**src/rtl/dcache_pkg.sv**
```systemverilog
// Shared types and constants for the L1 data cache line mover.
package dcache_pkg;

    localparam int LINE_BEATS = 8;
    localparam int SET_W      = 7;
    localparam int BEAT_W     = 64;
    localparam int ADDR_W     = SET_W + 6;

    typedef enum logic [1:0] {
        IDLE,
        REFILL,
        EVICT,
        DONE
    } mover_state_t;

    // Byte address of one 64-bit word inside the data array
    function automatic logic [ADDR_W-1:0] composeAddr(input logic [SET_W-1:0] setIdx,
                                                      input logic [2:0]       beat);
        return {setIdx, beat, 3'b000};
    endfunction

endpackage

```
**src/rtl/dcache_mover_fifo.sv**
```systemverilog
// Small write-back buffer for the line mover: DEPTH entries, need not be a power of two.
module dcache_mover_fifo #(
    parameter  int DEPTH = 3,
    parameter  int WIDTH = 64,
    localparam int CNT_W = $clog2(DEPTH + 1),
    localparam int PTR_W = (DEPTH > 1) ? $clog2(DEPTH) : 1
) (
    input  logic             clk,
    input  logic             reset,
    input  logic             push,
    input  logic [WIDTH-1:0] pushData,
    input  logic             pop,
    output logic [WIDTH-1:0] head,
    output logic [CNT_W-1:0] count
);

    localparam logic [PTR_W-1:0] LAST_PTR = PTR_W'(DEPTH - 1);
    localparam logic [CNT_W-1:0] FULL_CNT = CNT_W'(DEPTH);

    logic [WIDTH-1:0] mem [DEPTH];
    logic [PTR_W-1:0] rdPtr;
    logic [PTR_W-1:0] wrPtr;
    logic             doPush;
    logic             doPop;

    function automatic logic [PTR_W-1:0] bump(input logic [PTR_W-1:0] p);
        return (p == LAST_PTR) ? '0 : p + 1'b1;
    endfunction

    // A full FIFO still accepts a push when the head leaves in the same cycle
    assign doPop  = pop && (count != '0);
    assign doPush = push && ((count != FULL_CNT) || doPop);
    assign head   = mem[rdPtr];

    always_ff @(posedge clk or posedge reset) begin
        if (reset) begin
            for (int i = 0; i < DEPTH; i++) mem[i] <= '0;
            rdPtr <= '0;
            wrPtr <= '0;
            count <= '0;
        end else begin
            if (doPush) begin
                mem[wrPtr] <= pushData;
                wrPtr      <= bump(wrPtr);
            end
            if (doPop) rdPtr <= bump(rdPtr);
            case ({doPush, doPop})
                2'b10:   count <= count + 1'b1;
                2'b01:   count <= count - 1'b1;
                default: count <= count;
            endcase
        end
    end

endmodule

```
**src/rtl/dcache_line_mover.sv**
```systemverilog
// Refill/evict engine between memory and the L1 data array, one 64-byte line per command.
// Define DCACHE_MOVER_WRAP_EN for critical-word-first transfers starting at cmd_beat.
module dcache_line_mover #(
    parameter int LINE_BEATS = dcache_pkg::LINE_BEATS,
    parameter int SET_W      = dcache_pkg::SET_W,
    parameter int FIFO_DEPTH = 3
) (
    input  logic                          clk,
    input  logic                          reset,
    input  logic                          cmd_valid,
    output logic                          cmd_ready,
    input  logic                          cmd_evict,
    input  logic [SET_W-1:0]              cmd_set,
    input  logic [2:0]                    cmd_beat,
    input  logic                          refill_valid,
    output logic                          refill_ready,
    input  logic [dcache_pkg::BEAT_W-1:0] refill_data,
    output logic                          wb_valid,
    input  logic                          wb_ready,
    output logic [dcache_pkg::BEAT_W-1:0] wb_data,
    output logic                          wb_last,
    output logic                          done,
    output logic                          busy,
    output logic                          arr_req_valid,
    output logic [SET_W+5:0]              arr_req_bits_addr,
    output logic                          arr_req_bits_write,
    output logic [dcache_pkg::BEAT_W-1:0] arr_req_bits_wdata,
    output logic [7:0]                    arr_req_bits_wmask,
    output logic                          arr_req_bits_way_en,
    input  logic [dcache_pkg::BEAT_W-1:0] arr_resp
);
    import dcache_pkg::*;

    localparam int         CNT_W     = $clog2(FIFO_DEPTH + 1);
    localparam logic [3:0] BEATS_CNT = 4'(LINE_BEATS);
    localparam logic [3:0] LAST_CNT  = 4'(LINE_BEATS - 1);

    mover_state_t     state;
    mover_state_t     nextState;
    logic [SET_W-1:0] setLat;
    logic [2:0]       beatCnt;
    logic [2:0]       startBeat;
    logic [3:0]       issuedCnt;
    logic [3:0]       poppedCnt;
    logic             inflight;
    logic             accept;
    logic             writeXfer;
    logic             readIssue;
    logic             fifoPop;
    logic [CNT_W-1:0] fifoCount;

`ifdef DCACHE_MOVER_WRAP_EN
    assign startBeat = cmd_beat;
`else
    logic [2:0] unusedBeat;
    assign unusedBeat = cmd_beat;
    assign startBeat  = 3'd0;
`endif

    // Read data lands one cycle after the request, so the inflight flag doubles as the push
    dcache_mover_fifo #(
        .DEPTH(FIFO_DEPTH),
        .WIDTH(BEAT_W)
    ) wbFifo (
        .clk     (clk),
        .reset   (reset),
        .push    (inflight),
        .pushData(arr_resp),
        .pop     (fifoPop),
        .head    (wb_data),
        .count   (fifoCount)
    );

    assign wb_valid = (fifoCount != '0);
    assign wb_last  = wb_valid && (poppedCnt == LAST_CNT);
    assign fifoPop  = wb_valid && wb_ready;
    assign busy     = (state != IDLE);
    assign done     = (state == DONE);

    always_ff @(posedge clk or posedge reset) begin
        if (reset) begin
            state     <= IDLE;
            setLat    <= '0;
            beatCnt   <= '0;
            issuedCnt <= '0;
            poppedCnt <= '0;
            inflight  <= 1'b0;
        end else begin
            state    <= nextState;
            inflight <= readIssue;
            if (accept) begin
                setLat    <= cmd_set;
                beatCnt   <= startBeat;
                issuedCnt <= '0;
                poppedCnt <= '0;
            end else begin
                if (writeXfer || readIssue) begin
                    beatCnt <= beatCnt + 3'd1;
                    if (issuedCnt != BEATS_CNT) issuedCnt <= issuedCnt + 4'd1;
                end
                if (fifoPop && (poppedCnt != BEATS_CNT)) poppedCnt <= poppedCnt + 4'd1;
            end
        end
    end

    // Issue throttling looks only at registered occupancy, never at wb_ready
    always_comb begin
        nextState           = state;
        cmd_ready           = 1'b0;
        accept              = 1'b0;
        refill_ready        = 1'b0;
        writeXfer           = 1'b0;
        readIssue           = 1'b0;
        arr_req_valid       = 1'b0;
        arr_req_bits_addr   = '0;
        arr_req_bits_write  = 1'b0;
        arr_req_bits_wdata  = '0;
        arr_req_bits_wmask  = '0;
        arr_req_bits_way_en = 1'b0;

        unique case (state)
            IDLE: begin
                cmd_ready = ~reset;
                accept    = cmd_valid && cmd_ready;
                if (accept) nextState = cmd_evict ? EVICT : REFILL;
            end
            REFILL: begin
                refill_ready = 1'b1;
                writeXfer    = refill_valid;
                if (writeXfer && (issuedCnt == LAST_CNT)) nextState = DONE;
            end
            EVICT: begin
                readIssue = (issuedCnt < BEATS_CNT) &&
                            ((int'(fifoCount) + int'(inflight)) < FIFO_DEPTH);
                if (fifoPop && (poppedCnt == LAST_CNT)) nextState = DONE;
            end
            DONE:    nextState = IDLE;
            default: nextState = IDLE;
        endcase

        if (writeXfer || readIssue) begin
            arr_req_valid       = 1'b1;
            arr_req_bits_addr   = composeAddr(setLat, beatCnt);
            arr_req_bits_way_en = 1'b1;
        end
        if (writeXfer) begin
            arr_req_bits_write = 1'b1;
            arr_req_bits_wdata = refill_data;
            arr_req_bits_wmask = 8'hFF;
        end
    end

endmodule
```
**config.mk**
```make
export PLATFORM = sky130hd
export DESIGN_NAME = dcache_line_mover
export DESIGN_NICKNAME = d
export VERILOG_FILES = /design/src/rtl/dcache_pkg.sv /design/src/rtl/dcache_mover_fifo.sv /design/src/rtl/dcache_line_mover.sv
export SDC_FILE = /design/constraint.sdc
export NUM_CORES = 1
export LEC_CHECK = 0
export CORE_ASPECT_RATIO = 0.7
export CORE_UTILIZATION = 40
export DETAILED_ROUTE_END_ITERATION = 10
export MAX_ROUTING_LAYER = met4
export PLACE_DENSITY = 0.68
export SLEW_MARGIN = 20
export SYNTH_ARGS = -nofsm -noshare
export SYNTH_HDL_FRONTEND = slang
export SYNTH_SLANG_ARGS = --single-unit
```
**constraint.sdc**
```tcl
create_clock -name clk -period 9.6 [get_ports clk]
set_clock_uncertainty 0.15 [all_clocks]
set_input_delay 1.92 -clock clk [delete_from_list [all_inputs] [get_ports clk]]
set_output_delay 1.92 -clock clk [all_outputs]
set_load 0.05 [all_outputs]
```
### After elaboration in Yosys (flattened, before gate mapping)

Index checks and enable logic that the tools add are counted.

* multiplexer cells: 31
* magnitude comparators: 5
* add/subtract/negate cells: 8
* eq/ne operators: 15
* bitwise operators: 3
* reduce and logical (&&, ||, !) cells: 21

Operators with widths (count)
* 2-to-1 mux 64 bit: 4
* bitwise mux 192 bit: 1
* binary-select mux 64 bit (select 2 bit): 1
* demux 64 bit (select 2 bit): 1
* 2-to-1 mux 4 bit: 5
* 2-to-1 mux 13 bit: 1
* 2-to-1 mux 2 bit: 6
* nonzero test 2 bit: 6
* == test 2 bit (second input constant): 5
* logical AND 1 bit: 10
* adder 4 x 1 -> 4 bit (second input constant): 2
* == test 4 x 3 -> 1 bit (second input constant): 2
* 2-to-1 mux 8 bit: 1
* != test 2 bit (second input constant): 4
* != test 4 bit (second input constant): 2
* case mux 2 bit (4 select lines): 1
* 2-to-1 mux 1 bit: 7
* adder 2 x 1 -> 2 bit (second input constant): 3
* greater-or-equal comparator 3 bit (second input constant): 2
* 2-to-1 mux 3 bit: 2
* NOT 2 -> 3 bit: 2
* == test 2 x 1 -> 1 bit (second input constant): 2
* less-than comparator 4 bit (second input constant): 1
* case mux 2 bit (2 select lines): 1
* 10 further kinds: 11

* register bits: 219
* input port bits: 144
* logic and storage cells: 95
* output and inout bits: 158

### Logic depth before layout (Yosys ltp)

Gate-level depths: netlist of the first run.

* depth after elaboration: 7
* gate-level depth with buffers: 7
* mapped depth without buffers: 6

### By module

Synthesis of the first run repeated with hierarchy kept, for this count alone.

* cell total of the unflattened synthesis: 880
* area total of the unflattened synthesis: 11094.4 um^2

By module, submodules not included
* dcache_mover_fifo: area an instance 9265.1 um^2, sequential area each 4954.8 um^2, cells each 650, instances 1
* dcache_line_mover: area an instance 1829.3 um^2, sequential area each 525.5 um^2, cells each 230, instances 1

### Worst setup path after synthesis of the first run

OpenSTA, ideal clock, no wires.

* path type: input to register
* from: input reset
* to: register issuedCnt[0]
* setup time: 0.132 ns
* arrival: 7.656 ns
* data required time: 9.318 ns
* cell stages on the path: 5
* setup slack: 1.662 ns
* path buffers: 2
* cell sequence: inv_1 and3_1 clkbuf_1 clkbuf_1 nor2_1

* word-level cells in the longest chain between the ends: 5
* elaborated cells between the ends (all ways): 7
* classes of those cells: mux (2); bitwise (1); reduce/logical (4)

Ends and longest elaborated chain
* start, declared: line dcache_line_mover.sv:9 `input logic reset,`
* NOT 1 bit *: line dcache_line_mover.sv:123 `cmd_ready = ~reset;`
* logical AND 1 bit *: line dcache_line_mover.sv:124 `accept = cmd_valid && cmd_ready;`
* 2-to-1 mux 1 bit *: line dcache_line_mover.sv:121 `unique case (state)`
* nonzero test 2 bit (no source line)
* AND reduction 2 bit (no source line)
* end signal, assigned: line dcache_line_mover.sv:99 `if (issuedCnt != BEATS_CNT) issuedCnt <= issuedCnt + 4'd1;`
* end, declared: line dcache_line_mover.sv:43 `logic [3:0] issuedCnt;`

Mark *: on every way between the ends. The rest lies on a longest branch, timed or not.
A chain may end at the register's enable or synchronous reset.

### Final worst setup path of the first run

* from: input refill_valid
* to: output arr_req_bits_wdata[48] in the netlist's numbering

* word-level cells in the longest chain between the ends: 2

Ends and longest elaborated chain
* start, declared: line dcache_line_mover.sv:15 `input logic refill_valid,`
* 2-to-1 mux 1 bit: line dcache_line_mover.sv:121
* 2-to-1 mux 64 bit: line dcache_line_mover.sv:146 `if (writeXfer) begin`
* end, declared: line dcache_line_mover.sv:27 `output logic [dcache_pkg::BEAT_W-1:0] arr_req_bits_wdata,`

No other way between the ends.

==> flow_summary.json, run 1 <==
{
  "io_pins": 302,
  "regToRegStartpoint": "wbFifo.count[0]",
  "fin_nets": 1291,
  "gr-total-overflow": 0,
  "crit_required_ns": 7.53,
  "cp_max_fo": 65,
  "maxSlewViolCount": 0,
  "synth_mux_area_share_pct": 29.6,
  "drc": 0,
  "placed_area_mm2": 0.0140,
  "post_cts_buffers": 0,
  "initial_core_util_pct": 41.0,
  "path_class": "input pin to output port",
  "crit_path_frequent_cell": "clkdlybuf4s50_1",
  "cp_data_arrival_time_ns": 3.97,
  "yosysWarnings": 0,
  "cts.sinks": 219,
  "min_period_ns": 6.04,
  "wl_per_cell_um": 18.0,
  "mostFrequentLayoutCells": "clkdlybuf4s50_1 (295), dfrtp_1 (217), mux2_4 (109)",
  "clk_path_buf_depth": 3,
  "r2r_cells": 5,
  "max_cap_viol_count": 0,
  "grt_pass1_wl_um": 43800,
  "numCtsBuffers": 24,
  "cpPeakStageDelay_ns": 0.83,
  "dieWidth_um": 200,
  "hold_buffers": 0,
  "ys_seq_area_share_pct": 49.7,
  "hold_viol": 0,
  "first_global_vias": 7775,
  "synth_xor_area_share_pct": 0.556,
  "area_delta_synth_final_pct": 34.2,
  "die_area_mm2": 0.0282,
  "synth_edf_count": 0,
  "syn_area_mm2": 0.0110,
  "peakVddDrop_v": 0.000208,
  "clk_pin_slew_ns": 0.06,
  "tightest_slew_ns": 0.997,
  "gp_congestion": 0.805,
  "gr-usage-all-layers_pct": 20.0,
  "drive_gt1_share_pct": 21.9,
  "hpwl_um": 17800,
  "synth_compound_area_share_pct": 4.33,
  "dr.first_iter.drc_count": 276,
  "num_rows": 50,
  "antenna_found_initial": 0,
  "stdcell_area_mm2": 0.0148,
  "hold_end": "setLat[6]",
  "setup_viol": 0,
  "crit_chain": "clkdlybuf4s50_1 -> buf_4 -> and3_1 -> clkdlybuf4s50_1",
  "slew-limit-headroom_pct": 33.5,
  "rsz0062_at_grt": "false",
  "async_reset_ff_share_pct": 100,
  "status": "completed",
  "crit_path_end_kind": "output port",
  "fin_tns_setup_ns": 0,
  "finalWirelength_um": 27300,
  "htreeDepth": 1,
  "synthDistinctLibCells": 43,
  "holdPathStages": 2,
  "worstHoldPathType": "register to register",
  "synthCells": 875,
  "holdCritStartpoint": "setLat[6]",
  "ant_nets": 0,
  "drt-pass1-iter-count": 4,
  "final.period_utilization_pct": 63.0,
  "holdWs_ns": 0.317,
  "regToRegSetupSlack_ns": 6.79,
  "die_y_um": 141,
  "yosys_most_used_dff": "dfrtp_1",
  "total_power_w": 0.00579,
  "max_freq_mhz": 165,
  "grt_max_degree": 82,
  "synthAdderAreaFrac_pct": 1.48,
  "route.vias.total": 7536,
  "cellLeakagePower_nw": 6.90,
  "synth_area_per_cell_um2": 12.6,
  "ys_seq_elements": 219,
  "io_buffers": 295,
  "cts_tree": "built",
  "start_kind": "input pin",
  "vias_per_cell": 4.97,
  "p_per_area_mw_per_mm2": 391,
  "synthSimpleGateAreaFrac_pct": 9.11,
  "slowest_stage": "clkdlybuf4s50_1",
  "core_area_mm2": 0.0269,
  "clk_latency_ns": 0.51,
  "utilization_pct": 55.0,
  "r2r-end": "wbFifo.mem[115]",
  "synth_top_family_by_area": "multiplexers",
  "cts_root_buf": "clkbuf_16",
  "final_common_cell": "clkdlybuf4s50_1",
  "cts_resized": 0
}
[stage by stage]
stage	worst slack (ns)	cells
6_report	3.56	1515
5_1_grt	3.48	1514
4_1_cts	3.56	1514
3_5_place_dp	3.57	1472
3_3_place_gp	3.58	1472
2_1_floorplan	1.51	877
[cells in the mapped netlist, types with 2 or more instances]
cell	number	share of area, %
dfrtp_1	219	50
mux2_4	109	15
nand2_1	99	3.4
mux2_2	84	8.6
mux2i_1	68	6.2
and3_1	66	3.7
o21ai_0	55	2.5
clkbuf_1	32	1.1
o22ai_1	15	0.85
buf_4	13	0.89
ha_1	13	1.5
buf_6	12	1.2
inv_1	12	0.41
and2_1	11	0.62
nor2_1	11	0.37
buf_2	10	0.45
buf_12	6	1.1
a21oi_1	4	0.18
xnor2_1	4	0.32
nand3_1	3	0.14
nor3_1	3	0.14
xor2_1	3	0.24
nor2b_1	2	0.11
or3b_1	2	0.16
[cells by family (layout without fill, tap and decap cells)]
logic type      after synthesis  in the layout
buf+inv                      86            359
fa+ha+maj                    13             13
flops                       219            219
compound gates               84             84
other cells                   1              4
xor+xnor                      7              7
simple gates                204            204
mux                         261            261
[flip-flops by register name, indices dropped and copies added (netlist names)]
register	flops
wbFifo.mem	192
issuedCnt	4
poppedCnt	4
wbFifo.wrPtr	2
wbFifo.count	2
setLat	7
state	2
beatCnt	3
inflight	1
wbFifo.rdPtr	2
[worst max-delay path: cells and delay by family]
family / cells / cell delay [ns]
buffers and inverters: 3 / 1.77
AND/OR/NAND/NOR: 1 / 0.25
[layer usage]
metal / track usage (%) / vias up / wire length (um)
met5: - / - / 0
met4: 3.50 / 0 / 350
met3: 4.00 / 36 / 1340
met2: 28.7 / 177 / 11700
met1: 29.2 / 3769 / 13900
li1: - / 3554 / -
[how the worst max path moves through the flow]
stage	start	endpoint	slack [ns]	depth (start not counted)
after floorplan	reset	beatCnt[0]	1.51	1
after global placement	refill_valid	arr_req_bits_wdata[52]	3.58	4
after detailed placement	refill_valid	arr_req_bits_wdata[50]	3.57	4
after CTS	refill_valid	arr_req_bits_wdata[50]	3.56	4
after global routing	refill_valid	arr_req_bits_wdata[52]	3.48	4
final	refill_valid	arr_req_bits_wdata[48]	3.56	4
[report_power, final]
part	switching (W)	internal, W	total, W
logic	0.00188	0.00134	0.00322
registers	0.000282	0.00139	0.00167
clock network	0.000370	0.000533	0.000903
total	0.00253	0.00326	0.00579
[area by class of cell]
class / instances / area (um^2)
multi-input cells: 572 / 5000
clock buffers: 35 / 702
fillers: 2300 / 12100
repair buffers: 305 / 3030
flip-flops and latches: 219 / 5490
well taps: 364 / 455
diodes: 1 / 2.50
inverters: 12 / 52.6
clock inverters: 7 / 71.3
Power figures use the tool's default switching activity.
==> inputs of run 2 (changes only) <==
Clock period 9.6 ns to 5.8 ns, I/O delays scaled along.
==> flow_summary.json, run 2 (synthesis results as in run 1) <==
{
  "status": "completed",
  "mostFrequentLayoutCells": "clkdlybuf4s50_1 (285), dfrtp_1 (217), mux2_4 (109)",
  "htreeDepth": 1,
  "dieWidth_um": 200,
  "drt-pass1-iter-count": 4,
  "p_int_w": 0.00535,
  "final_common_cell": "clkdlybuf4s50_1",
  "worstHoldPathType": "register to register",
  "num_rows": 50,
  "crit_required_ns": 4.49,
  "switchingPower_w": 0.00417,
  "seqPwrFrac_pct": 29.0,
  "peakVddDrop_v": 0.000362,
  "fin_tns_setup_ns": 0,
  "drive_gt1_share_pct": 22.5,
  "ant_nets": 0,
  "cts_resized": 0,
  "p_per_area_mw_per_mm2": 644,
  "cpPeakStageDelay_ns": 0.84,
  "placed_cells": 1476,
  "largest_register_ffs": 192,
  "cts_tree": "built",
  "cts_root_buf": "clkbuf_16",
  "maxSlewViolCount": 0,
  "area_delta_synth_final_pct": 34.1,
  "numCtsBuffers": 23,
  "core_area_mm2": 0.0269,
  "cp_max_fo": 66,
  "min_period_ns": 4.75,
  "route.vias.total": 7511,
  "fin_cells": 1519,
  "placed_area_mm2": 0.0140,
  "p_comb_share_pct": 56.0,
  "start_kind": "input pin",
  "use_met3_pct": 4.37,
  "regToRegSetupSlack_ns": 3.16,
  "io_buffers": 295,
  "stdcell_area_mm2": 0.0148,
  "grt_max_degree": 118,
  "reg_top3": "wbFifo.mem x192, setLat x7",
  "setup_viol": 0,
  "gr-total-overflow": 0,
  "tightest_slew_ns": 1.00,
  "gp_congestion": 0.862,
  "use_met1_pct": 26.5,
  "finalWirelength_um": 28400,
  "wl_per_cell_um": 18.7,
  "holdWs_ns": 0.318,
  "rsz0062_at_grt": "false",
  "cts.sinks": 219,
  "post_cts_buffers": 0,
  "hold_buffers": 0,
  "crit_chain": "clkdlybuf4s50_1 -> buf_4 -> nand2_1 -> o31ai_2 -> buf_4 -> clkdlybuf4s50_1",
  "clk_latency_ns": 0.50,
  "vias_per_cell": 4.94,
  "met2_usage_pct": 33.6,
  "max_cap_viol_count": 0,
  "io_pins": 302,
  "clk_pin_slew_ns": 0.06,
  "grt_pass1_wl_um": 45300,
  "final.period_utilization_pct": 81.8,
  "dr.first_iter.drc_count": 376,
  "p_sw_share_pct": 43.8,
  "clk_path_buf_depth": 3,
  "fin_nets": 1295,
  "die_y_um": 141,
  "slew-limit-headroom_pct": 33.3,
  "top_register": "wbFifo.mem",
  "clockPowerShare_pct": 15.0,
  "max_freq_mhz": 211,
  "die_area_mm2": 0.0282,
  "slowest_stage": "clkdlybuf4s50_1",
  "hold_viol": 0,
  "path_class": "input pin to output port",
  "cp_data_arrival_time_ns": 3.44,
  "crit_path_end_kind": "output port",
  "initial_core_util_pct": 41.0,
  "gr-usage-all-layers_pct": 20.9,
  "total_power_w": 0.00952,
  "antenna_found_initial": 2,
  "busiest_layer": "met2",
  "cellLeakagePower_nw": 6.91,
  "first_global_vias": 7907,
  "drc": 0,
  "hpwl_um": 18800
}
==> run 2: cell types whose count changed in the layout (fill, tap and decap cells not counted), sizes merged <==
cell,before,now
clkinvlp,0,1
inv,12,11
clkinv,6,2
clkdlybuf4s50,295,285
diode,1,2
clkbuf,35,37
buf,10,25
==> run 2: path summary, 6_finish.rpt <==
| check | start | end | cells after the start |
|---|---|---|---|
| setup / recovery | refill_valid | arr_req_valid | 6 |
| hold / removal | setLat[1] | setLat[1] | 2 |
| setup reg to reg | wbFifo.count[0] | wbFifo.mem[46] | 5 |
| hold reg to reg | setLat[1] | setLat[1] | 2 |
| max in group asynchronous | reset | wbFifo.mem[58] | 4 |
| min in group asynchronous | reset | wbFifo.mem[15] | 3 |
==> run 2: final cells by class <==
class	count	area, um^2
clock inverter	3	43.8
timing repair buffer	310	3090
multi-input combinational	572	4990
fill	2275	12100
clock buffer	37	668
inverter	12	48.8
sequential	219	5490
antenna	2	5.00
tap	364	455
==> run 2: critical path: cells and delay by family <==
family,cells,cell delay [ns]
AO/OA/AOI/OAI,1,0.10
buffers and inverters,4,1.94
AND/OR/NAND/NOR,1,0.22
==> run 2: routing by layer <==
metal	share of wire, %	up-vias
met5	0	-
met1	45	3681
met4	2.8	0
met3	5.2	47
met2	47	207
li1	-	3576
==> run 2: stage by stage <==
step | utilization (%) | setup slack [ns]
floorplan | - | 0.188
global placement | 52.2 | 1.10
detailed placement | 52.2 | 1.08
CTS | 54.8 | 0.997
global route | 55.0 | 0.872
finish | 55.0 | 1.05
==> run 2: power by group through the flow <==
stage	sequential [W]	combinational [W]	clock, W
after floorplan	0.00262	0.00400	0
after global placement	0.00274	0.00529	0
after detailed placement	0.00276	0.00536	0
after CTS	0.00276	0.00538	0.00147
after global routing	0.00286	0.00564	0.00153
final	0.00277	0.00533	0.00142
